### src/rtl/conv_pkg.sv
// conv_pkg: shared defaults, FSM state type and ALU select codes for conv_mac_seq.
`default_nettype none

package conv_pkg;

    localparam int DEF_IMG_W = 4;
    localparam int DEF_KER_W = 2;
    localparam int DEF_ACC_W = 10;
    localparam int DATA_W    = 4;

    localparam logic [1:0] ALU_SEL_NONE = 2'b00;
    localparam logic [1:0] ALU_SEL_MUL  = 2'b01;
    localparam logic [1:0] ALU_SEL_ADD  = 2'b10;

    typedef enum logic [1:0] {
        ST_IDLE = 2'd0,
        ST_MUL  = 2'd1,
        ST_EMIT = 2'd2,
        ST_DONE = 2'd3
    } state_t;

    // Counter/address width for n distinct values, never below 1 bit.
    function automatic int cw(input int n);
        return (n <= 2) ? 1 : $clog2(n);
    endfunction

endpackage

`default_nettype wire

### src/rtl/conv_addr_gen.sv
// conv_addr_gen: window/tap counters producing pixel and kernel addresses.
`default_nettype none

module conv_addr_gen
    import conv_pkg::*;
#(
    parameter int IMG_W  = DEF_IMG_W,
    parameter int KER_W  = DEF_KER_W,
    parameter int PIX_AW = 4,
    parameter int KRN_AW = 2,
    parameter int WIN_W  = 4
) (
    input  logic              clk,
    input  logic              rst,
    input  logic              i_clear,
    input  logic              i_tap_adv,
    input  logic              i_win_adv,
    output logic [PIX_AW-1:0] o_pix_addr,
    output logic [KRN_AW-1:0] o_krn_addr,
    output logic [WIN_W-1:0]  o_win_idx,
    output logic              o_last_tap,
    output logic              o_last_win
);

    localparam int OUT_N = IMG_W - KER_W + 1;
    localparam int NWIN  = OUT_N * OUT_N;
    localparam int OW    = cw(OUT_N);
    localparam int TW    = cw(KER_W);

    logic [OW-1:0]    r_wr;
    logic [OW-1:0]    r_wc;
    logic [TW-1:0]    r_tr;
    logic [TW-1:0]    r_tc;
    logic [WIN_W-1:0] r_win;

    logic w_last_tc;
    logic w_last_wc;

    assign w_last_tc  = (r_tc == TW'(KER_W - 1));
    assign w_last_wc  = (r_wc == OW'(OUT_N - 1));
    assign o_last_tap = w_last_tc && (r_tr == TW'(KER_W - 1));
    assign o_last_win = (r_win == WIN_W'(NWIN - 1));

    always_ff @(posedge clk or posedge rst) begin
        if (rst) begin
            r_tr <= '0;
            r_tc <= '0;
        end else if (i_clear) begin
            r_tr <= '0;
            r_tc <= '0;
        end else if (i_tap_adv) begin
            if (w_last_tc) begin
                r_tc <= '0;
                r_tr <= o_last_tap ? '0 : r_tr + 1'b1;
            end else begin
                r_tc <= r_tc + 1'b1;
            end
        end
    end

    // Windows advance row-major across the valid output grid.
    always_ff @(posedge clk or posedge rst) begin
        if (rst) begin
            r_wr  <= '0;
            r_wc  <= '0;
            r_win <= '0;
        end else if (i_clear) begin
            r_wr  <= '0;
            r_wc  <= '0;
            r_win <= '0;
        end else if (i_win_adv) begin
            if (o_last_win) begin
                r_wr  <= '0;
                r_wc  <= '0;
                r_win <= '0;
            end else begin
                r_win <= r_win + 1'b1;
                if (w_last_wc) begin
                    r_wc <= '0;
                    r_wr <= r_wr + 1'b1;
                end else begin
                    r_wc <= r_wc + 1'b1;
                end
            end
        end
    end

    assign o_pix_addr = PIX_AW'((32'(r_wr) + 32'(r_tr)) * IMG_W + 32'(r_wc) + 32'(r_tc));
    assign o_krn_addr = KRN_AW'(32'(r_tr) * KER_W + 32'(r_tc));
    assign o_win_idx  = r_win;

endmodule

`default_nettype wire

### src/rtl/conv_mac_seq.sv
// conv_mac_seq: sequential valid 2D convolution on an external shared ALU.
// Optional macro CONV_MAC_SEQ_SAT8_EN saturates out_data to 255.
`default_nettype none

module conv_mac_seq
    import conv_pkg::*;
#(
    parameter int IMG_W = DEF_IMG_W,
    parameter int KER_W = DEF_KER_W,
    parameter int ACC_W = DEF_ACC_W,
    localparam int PIX_AW = cw(IMG_W * IMG_W),
    localparam int KRN_AW = cw(KER_W * KER_W),
    localparam int WIN_W  = cw((IMG_W - KER_W + 1) * (IMG_W - KER_W + 1))
) (
    input  logic                clk,
    input  logic                rst,
    input  logic                pix_we,
    input  logic [PIX_AW-1:0]   pix_addr,
    input  logic [DATA_W-1:0]   pix_data,
    input  logic                krn_we,
    input  logic [KRN_AW-1:0]   krn_addr,
    input  logic [DATA_W-1:0]   krn_data,
    input  logic                start,
    output logic                busy,
    output logic [DATA_W-1:0]   alu_a,
    output logic [DATA_W-1:0]   alu_b,
    output logic [1:0]          alu_sel,
    input  logic [2*DATA_W-1:0] alu_result,
    output logic                out_valid,
    output logic [WIN_W-1:0]    out_idx,
    output logic [ACC_W-1:0]    out_data,
    output logic                done
);

    state_t r_state;
    state_t w_state_nxt;

    logic [DATA_W-1:0] r_pix [IMG_W*IMG_W];
    logic [DATA_W-1:0] r_krn [KER_W*KER_W];
    logic [ACC_W-1:0]  r_acc;
    logic [ACC_W-1:0]  w_acc_out;

    logic              w_clear;
    logic              w_tap_adv;
    logic              w_win_adv;
    logic [PIX_AW-1:0] w_pix_addr;
    logic [KRN_AW-1:0] w_krn_addr;
    logic [WIN_W-1:0]  w_win_idx;
    logic              w_last_tap;
    logic              w_last_win;

    conv_addr_gen #(
        .IMG_W  (IMG_W),
        .KER_W  (KER_W),
        .PIX_AW (PIX_AW),
        .KRN_AW (KRN_AW),
        .WIN_W  (WIN_W)
    ) u_addr_gen (
        .clk        (clk),
        .rst        (rst),
        .i_clear    (w_clear),
        .i_tap_adv  (w_tap_adv),
        .i_win_adv  (w_win_adv),
        .o_pix_addr (w_pix_addr),
        .o_krn_addr (w_krn_addr),
        .o_win_idx  (w_win_idx),
        .o_last_tap (w_last_tap),
        .o_last_win (w_last_win)
    );

    // Memories are writable only in IDLE so a run sees a stable image.
    always_ff @(posedge clk or posedge rst) begin
        if (rst) begin
            for (int i = 0; i < IMG_W * IMG_W; i++) begin
                r_pix[i] <= '0;
            end
        end else if (pix_we && (r_state == ST_IDLE)) begin
            r_pix[pix_addr] <= pix_data;
        end
    end

    always_ff @(posedge clk or posedge rst) begin
        if (rst) begin
            for (int i = 0; i < KER_W * KER_W; i++) begin
                r_krn[i] <= '0;
            end
        end else if (krn_we && (r_state == ST_IDLE)) begin
            r_krn[krn_addr] <= krn_data;
        end
    end

    always_ff @(posedge clk or posedge rst) begin
        if (rst) begin
            r_state <= ST_IDLE;
        end else begin
            r_state <= w_state_nxt;
        end
    end

    always_comb begin
        w_state_nxt = r_state;
        w_clear     = 1'b0;
        w_tap_adv   = 1'b0;
        w_win_adv   = 1'b0;
        alu_a       = '0;
        alu_b       = '0;
        alu_sel     = ALU_SEL_NONE;
        out_valid   = 1'b0;
        busy        = 1'b1;
        done        = 1'b0;
        case (r_state)
            ST_IDLE: begin
                busy = 1'b0;
                if (start) begin
                    w_clear     = 1'b1;
                    w_state_nxt = ST_MUL;
                end
            end
            ST_MUL: begin
                w_tap_adv = 1'b1;
                alu_a     = r_pix[w_pix_addr];
                alu_b     = r_krn[w_krn_addr];
                alu_sel   = ALU_SEL_MUL;
                if (w_last_tap) begin
                    w_state_nxt = ST_EMIT;
                end
            end
            ST_EMIT: begin
                out_valid   = 1'b1;
                w_win_adv   = 1'b1;
                w_state_nxt = w_last_win ? ST_DONE : ST_MUL;
            end
            ST_DONE: begin
                done        = 1'b1;
                w_state_nxt = ST_IDLE;
            end
            default: begin
                w_state_nxt = ST_IDLE;
            end
        endcase
    end

    always_ff @(posedge clk or posedge rst) begin
        if (rst) begin
            r_acc <= '0;
        end else if (w_clear || (r_state == ST_EMIT)) begin
            r_acc <= '0;
        end else if (r_state == ST_MUL) begin
            r_acc <= r_acc + ACC_W'(alu_result);
        end
    end

`ifdef CONV_MAC_SEQ_SAT8_EN
    assign w_acc_out = (r_acc > ACC_W'(255)) ? ACC_W'(255) : r_acc;
`else
    assign w_acc_out = r_acc;
`endif

    assign out_idx  = out_valid ? w_win_idx : '0;
    assign out_data = out_valid ? w_acc_out : '0;

endmodule

`default_nettype wire
### config.mk
export PLATFORM = sky130hd
export DESIGN_NAME = conv_mac_seq
export DESIGN_NICKNAME = d
export VERILOG_FILES = /design/src/rtl/conv_pkg.sv /design/src/rtl/conv_addr_gen.sv /design/src/rtl/conv_mac_seq.sv
export SDC_FILE = /design/constraint.sdc
export NUM_CORES = 1
export LEC_CHECK = 0
export BUFFER_PORTS_ARGS = -buffer_cell sky130_fd_sc_hd__buf_2
export CORE_MARGIN = 2
export CORE_UTILIZATION = 40
export CTS_CLUSTER_SIZE = 20
export DETAILED_ROUTE_END_ITERATION = 16
export HOLD_SLACK_MARGIN = 0.15
export REMOVE_ABC_BUFFERS = 1
export SLEW_MARGIN = 40
export SYNTH_ARGS = -nofsm -noshare
export SYNTH_HDL_FRONTEND = slang
export SYNTH_HIERARCHICAL = 1
export SYNTH_SLANG_ARGS = --single-unit
### constraint.sdc
create_clock -name clk -period 2.5 [get_ports clk]
set_clock_uncertainty 0.05 [all_clocks]
set_input_delay 0.125 -clock clk [delete_from_list [all_inputs] [get_ports clk]]
set_output_delay 0.125 -clock clk [all_outputs]
set_load 0.01 [all_outputs]
==> results.md, run 1 <==
* Outcome: completed
* Max FO, Critical Path at 8
* Max cap viols at 0
* CTS max path bufs at 2
* Num rows at 42
* Pin count of the biggest net entering global routing at 54
* Layout cells sized above 1 at 39.96%
* CP max-delay cell: dfrtp_2
* Fin crit share at 96.20%
* Clk pwr share at 20.7%
* TritonCTS Buffers at 9
* Post-Route WL at 11250 um
* Hold WS at 192.5 ps
* CTS tree: yes
* Final setup fails at 0
* Worst min path class: in2reg
* DRT iter0 DRCs at 158
* Mean Syn Cell Area at 12.70 um^2
* Final Core Density at 48.04%
* Pint at 5.015 mW
* Asr flop ratio synth at 100.0%
* Combinational power share at 41.7%
* Die area at 14370 um^2
* # diodes at 0
* Yosys warnings at 6
* Switch Pwr at 2.417 mW
* DPL Wire Length at 8007 um
* Port bufs at 52
* Synthesized area at 5373 um^2
* Total power at 7.432 mW
* Core ar. at 13190 um^2
* Setup TNS at 0 ps
* Root Buffer Master: clkbuf_16
* Commonest non-fill, non-tap cell in the layout: dfrtp_1
* Syn Inst Count at 423
* EDFF count, synth at 0
* Yosys cell types at 59
* Startpoint types: flip-flop
* Clock Sink Count at 102
* Vias per cell at 5.305
* DRC Markers at 0
* H-tree levels at 3
* I/O pins at 54
* Initial Utilization at 40.73%
* Total track usage at 16.83%
* Worst-case vdd ir drop at 0.0005600 V
* Clock latency on the worst-skew pair at 340 ps
* Final Hold Violating Endpoints at 0
* FMAX at 415.8 MHz
* GP Congestion at 0.8189
* Tmin final at 2405 ps
* Sequential-to-total area share from yosys stat at 47.51%
* Post-route ant nets at 0
* Worst path cell trace: ha_1 -> nand3_1 -> xnor2_1 -> buf_4 -> mux2i_1 -> o22ai_1 -> buf_2
* DP Area at 5867 um^2
* CP Data Required Time at 2330 ps
* P&R area growth vs syn at 17.93%
* Net Sw Frac at 32.52%
* Slew @ Worst Pin at 631.6 ps
* FF+latch count, synth at 102
* Slew Limit Fails at 0
* Initial antenna violation count at 1
* Pwr/cell area at 1173 nW/um^2
* Finished Cell Area at 6336 um^2
* Crit Path Class: reg2out
* Max_slew headroom at 57.74%
* Router iterations before antenna repair at 4
* Commonest non-fill, non-tap cells in the layout: 100 x dfrtp_1, 80 x mux2_2, 52 x buf_2, 23 x nand2_1, 22 x and2_1
* CP max stage delay at 480 ps
* Die Width at 119.9 um
* First-pass GRT wire length at 18600 um
* Leakage at 2.873 nW
* Crit. End Element: output port
* Routed WL per cell at 16.82 um
* Clock slew at reported path FFs at 70 ps
* Vias at 3549
* Die H at 119.9 um
* Sequential Power Share at 37.6%
* Critical Path AT at 2230 ps
* Layout Nets at 529
* RSZ-0062 raised after global routing: false
* Vias in the first global route at 3615
* Post-synth top flop: dfrtp_1
* GRT overflow at 0
[Yosys cell counts (all sizes together), types with 2 or more instances]
cell	count	area share, %
mux2i	9	1.7
nand2	23	1.6
o22ai	4	0.47
a21o	2	0.28
a22o	2	0.33
and2	23	2.7
mux4	20	8.4
inv	11	0.77
ha	13	3.0
nor3b	4	0.65
a21boi	2	0.28
nand3	10	0.93
o21bai	2	0.28
buf	11	1.3
xor2	5	0.82
nand4	2	0.23
nor3	4	0.58
mux2	80	17
a21oi	11	1.2
nor2	18	1.7
clkbuf	9	0.65
nand2b	12	1.4
dfrtp	102	48
nor2b	5	0.58
o21ai	9	0.84
xnor2	3	0.49
nand4b	4	0.65
[power by group through the flow]
stage | registers, mW | clock network [mW] | logic [mW]
global route | 2.88 | 1.66 | 3.41
CTS | 2.79 | 1.59 | 3.14
floorplan | 2.66 | 0 | 2.21
finish | 2.79 | 1.54 | 3.10
detailed placement | 2.82 | 0 | 2.94
global placement | 2.79 | 0 | 2.87
[worst max-delay path: cells and delay by family, from the launching register on]
| family | cells | cell delay, ps |
|---|---|---|
| compound gates | 1 | 270 |
| xor+xnor | 1 | 180 |
| fa+ha+maj | 1 | 340 |
| buf+inv | 2 | 430 |
| flops | 1 | 480 |
| mux | 1 | 100 |
| simple gates | 1 | 100 |
[routing by layer]
layer | global-route usage (%) | routed length, um | vias up
li1 | - | - | 1673
met5 | 0 | 11 | -
met1 | 22.34 | 5132 | 1781
met3 | 3.945 | 492 | 17
met4 | 5.441 | 231 | 2
met2 | 27.39 | 5386 | 76
[flip-flops by register name, summed over array words and instances (netlist names)]
name and count:
r_acc 10, r_state 2, u_addr_gen/r_wr 2, u_addr_gen/r_tc 1
r_krn 16, u_addr_gen/r_tr 1, r_pix 64, u_addr_gen/o_win_idx 4
u_addr_gen/r_wc 2
[final timing paths]
| check | startpoint | endpoint | slack [ps] | cells past startpoint |
|---|---|---|---|---|
| min in group asynchronous | rst | u_addr_gen/o_win_idx[3] | 290 | 3 |
| max reg2reg | r_state[0] | r_pix[60] | 370 | 5 |
| max | u_addr_gen/r_tr | alu_a[2] | 90 | 7 |
| min | alu_result[1] | r_acc[1] | 190 | 4 |
| max in group asynchronous | rst | r_pix[26] | 1400 | 4 |
| min reg2reg | r_acc[5] | r_acc[5] | 450 | 2 |
[cell families after synthesis]
| logic type | Yosys count | share of synthesized area [%] |
|---|---|---|
| and+or+nand+nor | 115 | 12.86 |
| xor gates and xnor gates | 8 | 1.304 |
| adders and majority gates | 14 | 3.400 |
| muxes | 109 | 26.83 |
| AOI/OAI and AO/OA | 43 | 5.356 |
| DFF | 102 | 47.51 |
| buffers and inverters | 31 | 2.678 |
| other | 1 | 0.06980 |
[repair_timing]
item                                    CTS  global route
endpoints found under the setup margin    4             4
buffers inserted                          1             1
cloned                                    1             0
hold endpoints to repair                 67             0
hold buffers                              7             0
pin swaps                                 0             2
gates resized for setup                   4             2
[area by class of cell]
class,count,area [um^2]
clock buffer,12,256.5
clock inverter,4,76.32
fill,1190,6854
inverter,11,43.79
multi-input combinational,290,2693
sequential,102,2555
tap,176,220.2
timing repair buffer,74,491.7
[metrics by stage]
| step | std cells | worst slack, ps |
|---|---|---|
| floorplan | 403 | -66.96 |
| global placement | 643 | 349.5 |
| detailed placement | 643 | 311.8 |
| CTS | 668 | 13.32 |
| global route | 669 | 22.57 |
| finish | 669 | 94.90 |
(Power assumes the default switching activity.)
==> run 2, diff against run 1 <==
Clock period 2.5 ns to 2.7 ns, I/O delays scaled along.
==> run 2 against run 1 <==
Effect of this change:
- setup slack improved by 66 ps
- global-route usage is 0.19 points lower
- worst hold slack improved by 20 ps
- clock power decreased by 16%
- utilization down 0.85 points
- combinational power decreased by 14%
- flip-flop and latch count stayed put
- clock-buffer cell count decreased by 3
- via count down 0.39%
- die area unchanged
- total power is 12% lower
- first-iteration DRC count rose by 36%
- critical path type unchanged
- largest power group unchanged
- highest routed layer is now met4
==> results.md, run 2 (synthesis gave the netlist of run 1 again) <==
* Root Buffer Master: clkbuf_16
* H-tree levels at 3 (unchanged)
* Setup TNS at 0 ps (unchanged)
* Die area at 14370 um^2 (unchanged)
* GP Congestion at 0.8137 (-0.63%)
* Max reg flops at 64 (unchanged)
* Die H at 119.9 um (unchanged)
* Pin count of the biggest net entering global routing at 93 (+72%)
* Vias in the first global route at 3571 (-1.2%)
* Pwr/cell area at 1055 nW/um^2 (-10%)
* Outcome: completed
* DRC Markers at 0 (unchanged)
* CTS tree: yes
* Post-route ant nets at 0 (unchanged)
* Slew Limit Fails at 0 (unchanged)
* TritonCTS Buffers at 9 (unchanged)
* Net Sw Frac at 33.68% (+1.2 points)
* Pint at 4.354 mW (-13%)
* # diodes at 0 (unchanged)
* Crit. End Element: output port
* Vias per cell at 5.324 (+0.36%)
* Post-Place Worst Slack at 368.6 ps (+56.83 ps)
* I/O pins at 54 (unchanged)
* Leakage at 2.817 nW (-2.0%)
* Startpoint types: flip-flop
* Fill count at 1204 (+1.2%)
* Sequential Power Share at 39.7% (+2.1 points)
* Worst-case vdd ir drop at 0.0003749 V (-33%)
* Fin crit share at 94.05%
* Max FO, Critical Path at 16 (+8)
* Setup ws final at 160.8 ps (+65.87 ps)
* Reg with most FFs: r_pix
* Final Hold Violating Endpoints at 0 (unchanged)
* Tmin final at 2539 ps
* Vias at 3535 (-0.39%)
* CTS max path bufs at 2 (unchanged)
* Initial Utilization at 40.73% (unchanged)
* CP Data Required Time at 2520 ps (+190 ps)
* Clock Sink Count at 102 (unchanged)
* Crit Path Class: reg2out
* Clock latency on the worst-skew pair at 340 ps (about the same)
* Final Core Density at 47.18% (-0.85 points)
* Total power at 6.564 mW (-12%)
* Core ar. at 13190 um^2 (unchanged)
* Layout cells sized above 1 at 38.93% (-1.0 points)
* Routed WL per cell at 16.81 um (about the same)
* Die Width at 119.9 um (unchanged)
* Port bufs at 52 (unchanged)
* First-pass GRT wire length at 18640 um (+0.22%)
* Slew @ Worst Pin at 666.7 ps (+35.17 ps)
* Final setup fails at 0 (unchanged)
* Max_slew headroom at 55.21% (-2.5 points)
* Commonest non-fill, non-tap cells in the layout: 102 x dfrtp_1, 80 x mux2_2, 52 x buf_2, 23 x nand2_1, 22 x and2_1
* Max cap viols at 0 (unchanged)
* Hold WS at 212.2 ps (+19.70 ps)
* Worst min path class: in2reg
* Postcts setup bufs at 0 (-1)
* Total track usage at 16.64% (-0.19 points)
* DRT iter0 DRCs at 215 (+36%)
* Commonest non-fill, non-tap cell in the layout: dfrtp_1
* P&R area growth vs syn at 15.84%
* Critical Path AT at 2350 ps (+120 ps)
* Num rows at 42 (unchanged)
* Layout Nets at 524 (-0.95%)
* DPL Wire Length at 8086 um (+0.99%)
* FMAX at 393.8 MHz
* RSZ-0062 raised after global routing: false
* GRT overflow at 0 (unchanged)
* Router iterations before antenna repair at 4 (unchanged)
* Initial antenna violation count at 0 (-1)
* Switch Pwr at 2.210 mW (-8.5%)
* Top Registers: r_pix x64, r_krn x16, r_acc x10
* Post-Route WL at 11160 um (-0.80%)
* Clock slew at reported path FFs at 70 ps (about the same)
* Clk pwr share at 19.7% (-1.0 points)
* Combinational power share at 40.6% (-1.1 points)
run 2: cell count changes in the layout (fill, tap and decap cells not counted), moves of 2 or more:
cell,delta
buf_4,-3
clkinv_2,+3
clkbuf_8,-2
dfrtp_1,+2
dfrtp_2,-2
run 2: stage by stage:
step | instance area (um^2) | std cells
after floorplan | 5270 | 403
after global placement | 5839 | 641
after detailed placement | 5839 | 641
after CTS | 6210 | 664
after global routing | 6223 | 664
final | 6223 | 664
run 2: worst paths after layout:
| kind | depth (start not counted) | slack (ps) | to | startpoint |
|---|---|---|---|---|
| min in group asynchronous | 3 | 280 | u_addr_gen/o_win_idx[3] | rst |
| max reg2reg | 5 | 580 | r_pix[62] | r_state[0] |
| max in group asynchronous | 4 | 1810 | r_acc[7] | rst |
| min reg2reg | 1 | 460 | r_krn[2] | r_krn[2] |
| min | 4 | 210 | r_acc[1] | alu_result[1] |
| max | 6 | 160 | alu_a[1] | u_addr_gen/r_wc[0] |
run 2: critical path, cell delays in order, from the launching register on:
cell	delay (ps)
dfrtp_1	450
ha_1	320
buf_6	230
mux4_2	530
mux2i_1	210
o22ai_1	130
buf_2	160
run 2: timing repair:
action,CTS,global route
gates cloned,0,0
hold endpoints to repair,120,0
hold buffers,7,0
gates resized for setup,1,2
setup endpoints to repair,2,4
run 2: power groups by stage:
stage	registers, mW	logic [mW]	clock network, mW
detailed placement	2.63	2.66	0
finish	2.61	2.66	1.29
global route	2.68	2.97	1.39
floorplan	2.46	2.04	0
global placement	2.62	2.59	0
CTS	2.61	2.68	1.33
run 2: per-layer routing:
| layer | up-vias | global-route usage, % | wire, um |
|---|---|---|---|
| met4 | 0 | 4.412 | 121 |
| met5 | - | 0 | 0 |
| li1 | 1664 | - | - |
| met2 | 75 | 27.14 | 5437 |
| met1 | 1783 | 22.79 | 5130 |
| met3 | 13 | 3.327 | 475 |
run 2: layout make-up:
class	count	area [um^2]	area share (%)
Multi-Input combinational cell	290	2689	43.20
Clock buffer	9	225.2	3.619
Timing Repair Buffer	69	421.7	6.775
Clock inverter	7	72.57	1.166
Inverter	11	42.54	0.6836
Tap cell	176	220.2	3.538
Sequential cell	102	2552	41.01
==> run 3, diff against run 2 <==
Settings changed: TNS_END_PERCENT set to 100.
Clock period 2.7 ns to 2.16 ns, I/O delays scaled along.
==> run 3 against run 2 <==
Effect of this change:
- the flow now finishes with violations (negative setup slack)
- sequential share of layout area shrank 1.1 points
- flip-flop and latch count unchanged
- via count grew 1.3%
- setup slack got worse by 380 ps
- worst hold slack lost 42 ps
- clock power is 22% higher
- clock-buffer cell count up 3
- die area did not move
==> results.md, run 3 (synthesis gave the netlist of run 1 again) <==
* GP Congestion at 0.8189 (+0.64%)
* Root Buffer Master: clkbuf_16
* Failing checks: negative setup slack
* Startpoint types: flip-flop
* Layout cells sized above 1 at 41.07% (+2.1 points)
* Vias at 3580 (+1.3%)
* Max reg flops at 64 (unchanged)
* Die area at 14370 um^2 (unchanged)
* Routed WL per cell at 17.12 um (+1.8%)
* Post-route ant nets at 0 (unchanged)
* DRT iter0 DRCs at 231 (+7.4%)
* CTS tree: yes
* Initial antenna violation count at 0 (unchanged)
* Hold WS at 169.7 ps (-42.48 ps)
* Worst-case vdd ir drop at 0.0006341 V (+69%)
* Crit Path Class: reg2out
* Slew Limit Fails at 0 (unchanged)
* Total track usage at 17.25% (+0.61 points)
* Router iterations before antenna repair at 4 (unchanged)
* Port bufs at 52 (unchanged)
* TritonCTS Buffers at 9 (unchanged)
* Max FO, Critical Path at 8 (-8)
* Core ar. at 13190 um^2 (unchanged)
* Tmin final at 2383 ps
* Slew @ Worst Pin at 570.0 ps (-96.77 ps)
* Commonest non-fill, non-tap cell in the layout: dfrtp_1
* I/O pins at 54 (unchanged)
* CTS max path bufs at 2 (unchanged)
* DPL Wire Length at 8261 um (+2.2%)
* Leakage at 2.923 nW (+3.8%)
* Post-Route WL at 11640 um (+4.3%)
* DRC Markers at 0 (unchanged)
* Clock Sink Count at 102 (unchanged)
* GRT overflow at 0 (unchanged)
* Worst min path class: in2reg
* Final setup fails at 4 (+4)
* RSZ-0062 raised after global routing: true
* H-tree levels at 3 (unchanged)
* # diodes at 0 (unchanged)
* Num rows at 42 (unchanged)
* Crit. End Element: output port
* Max_slew headroom at 62.00% (+6.8 points)
* Critical Path AT at 2220 ps (-130 ps)
* Final Hold Violating Endpoints at 0 (unchanged)
* Clock slew at reported path FFs at 70 ps (about the same)
* Reg with most FFs: r_pix
* Die H at 119.9 um (unchanged)
* CP Data Required Time at 2000 ps (-520 ps)
* Max cap viols at 0 (unchanged)
* Fin crit share at 110.3%
* Pin count of the biggest net entering global routing at 49 (-47%)
* Outcome: complete, but fails checks
* Fill count at 1197 (-0.58%)
* FMAX at 419.7 MHz
* P&R area growth vs syn at 19.17%
* Pwr/cell area at 1340 nW/um^2 (+27%)
* Clock latency on the worst-skew pair at 350 ps (about the same)
* Setup ws final at -222.7 ps (-383.5 ps)
* Layout Nets at 541 (+3.2%)
* Top Registers: r_pix x64, r_krn x16, r_acc x10
* Die Width at 119.9 um (unchanged)
* Vias in the first global route at 3638 (+1.9%)
* First-pass GRT wire length at 19200 um (+3.0%)
* Vias per cell at 5.265 (-1.1%)
* Setup TNS at -751.8 ps (-751.8 ps)
* Commonest non-fill, non-tap cells in the layout: 102 x dfrtp_1, 80 x mux2_2, 52 x buf_2, 23 x nand2_1
* Initial Utilization at 40.73% (unchanged)
## run 3: changes by cell type in the layout (fill, tap and decap cells not counted), moves of 2 or more
cell        previous run  this run
buf_12                 1         3
clkinv_2               3         1
buf_4                  8        22
clkinvlp_4             2         0
clkbuf_8               0         2
## run 3: worst paths after layout
| kind | startpoint | end | slack (ps) | cells past startpoint |
|---|---|---|---|---|
| min reg2reg | r_krn[7] | r_krn[7] | 450 | 1 |
| min | alu_result[1] | r_acc[1] | 170 | 4 |
| max reg2reg | r_acc[0] | r_acc[6] | 150 | 8 |
| min in group asynchronous | rst | u_addr_gen/o_win_idx[3] | 270 | 3 |
| max in group asynchronous | rst | r_pix[48] | 1110 | 4 |
| max | u_addr_gen/r_tc | alu_a[1] | -220 | 6 |
## run 3: critical path, stage by stage, from the launching register on
cell and delay, ps:
dfrtp_1 410, ha_4 330, buf_12 150, mux4_2 540, mux2i_4 190, o22ai_2 100
buf_2 150
## run 3: area by class of cell
class	instances	area [um^2]	area share, %
inverters	11	42.54	0.6645
clock inverters	3	28.78	0.4495
well taps	176	220.2	3.440
multi-input cells	290	2708	42.29
clock buffers	12	256.5	4.006
repair buffers	86	594.3	9.283
flip-flops and latches	102	2552	39.87
## run 3: layer usage
metal,track usage (%),up-vias,part of all wire [%]
met5,0,-,0
met4,3.529,0,0.41
met3,4.325,5,3.8
met2,28.32,73,49
met1,23.33,1806,47
li1,-,1696,-
## run 3: report_power, final
group | switching [mW] | internal (mW) | leakage, nW | total (mW)
Clock | 0.716 | 0.851 | 0.141 | 1.57
Sequential | 0.462 | 2.71 | 1.32 | 3.17
Combinational | 1.69 | 2.15 | 1.46 | 3.85
## run 3: what timing repair did
action                                  4_1_cts  5_1_grt
cloned                                        1        0
setup buffers                                 1        0
endpoints found under the setup margin        4        4
pin swaps                                     2        1
hold endpoints to repair                     54        0
hold buffers                                  7        0
resized for setup                             6        0
## run 3: metrics by stage
step / util, % / total power, mW / instance area (um^2) / setup WS, ps / cells
2_1_floorplan: - / 5.636 / 5270 / -390.0 / 403
3_3_place_gp: 45.31 / 6.709 / 5977 / 91.90 / 656
3_5_place_dp: 45.31 / 6.833 / 5977 / 64.83 / 656
4_1_cts: 48.54 / 8.699 / 6402 / -240.8 / 680
5_1_grt: 48.54 / 9.189 / 6402 / -303.4 / 680
6_report: 48.54 / 8.582 / 6402 / -222.7 / 680
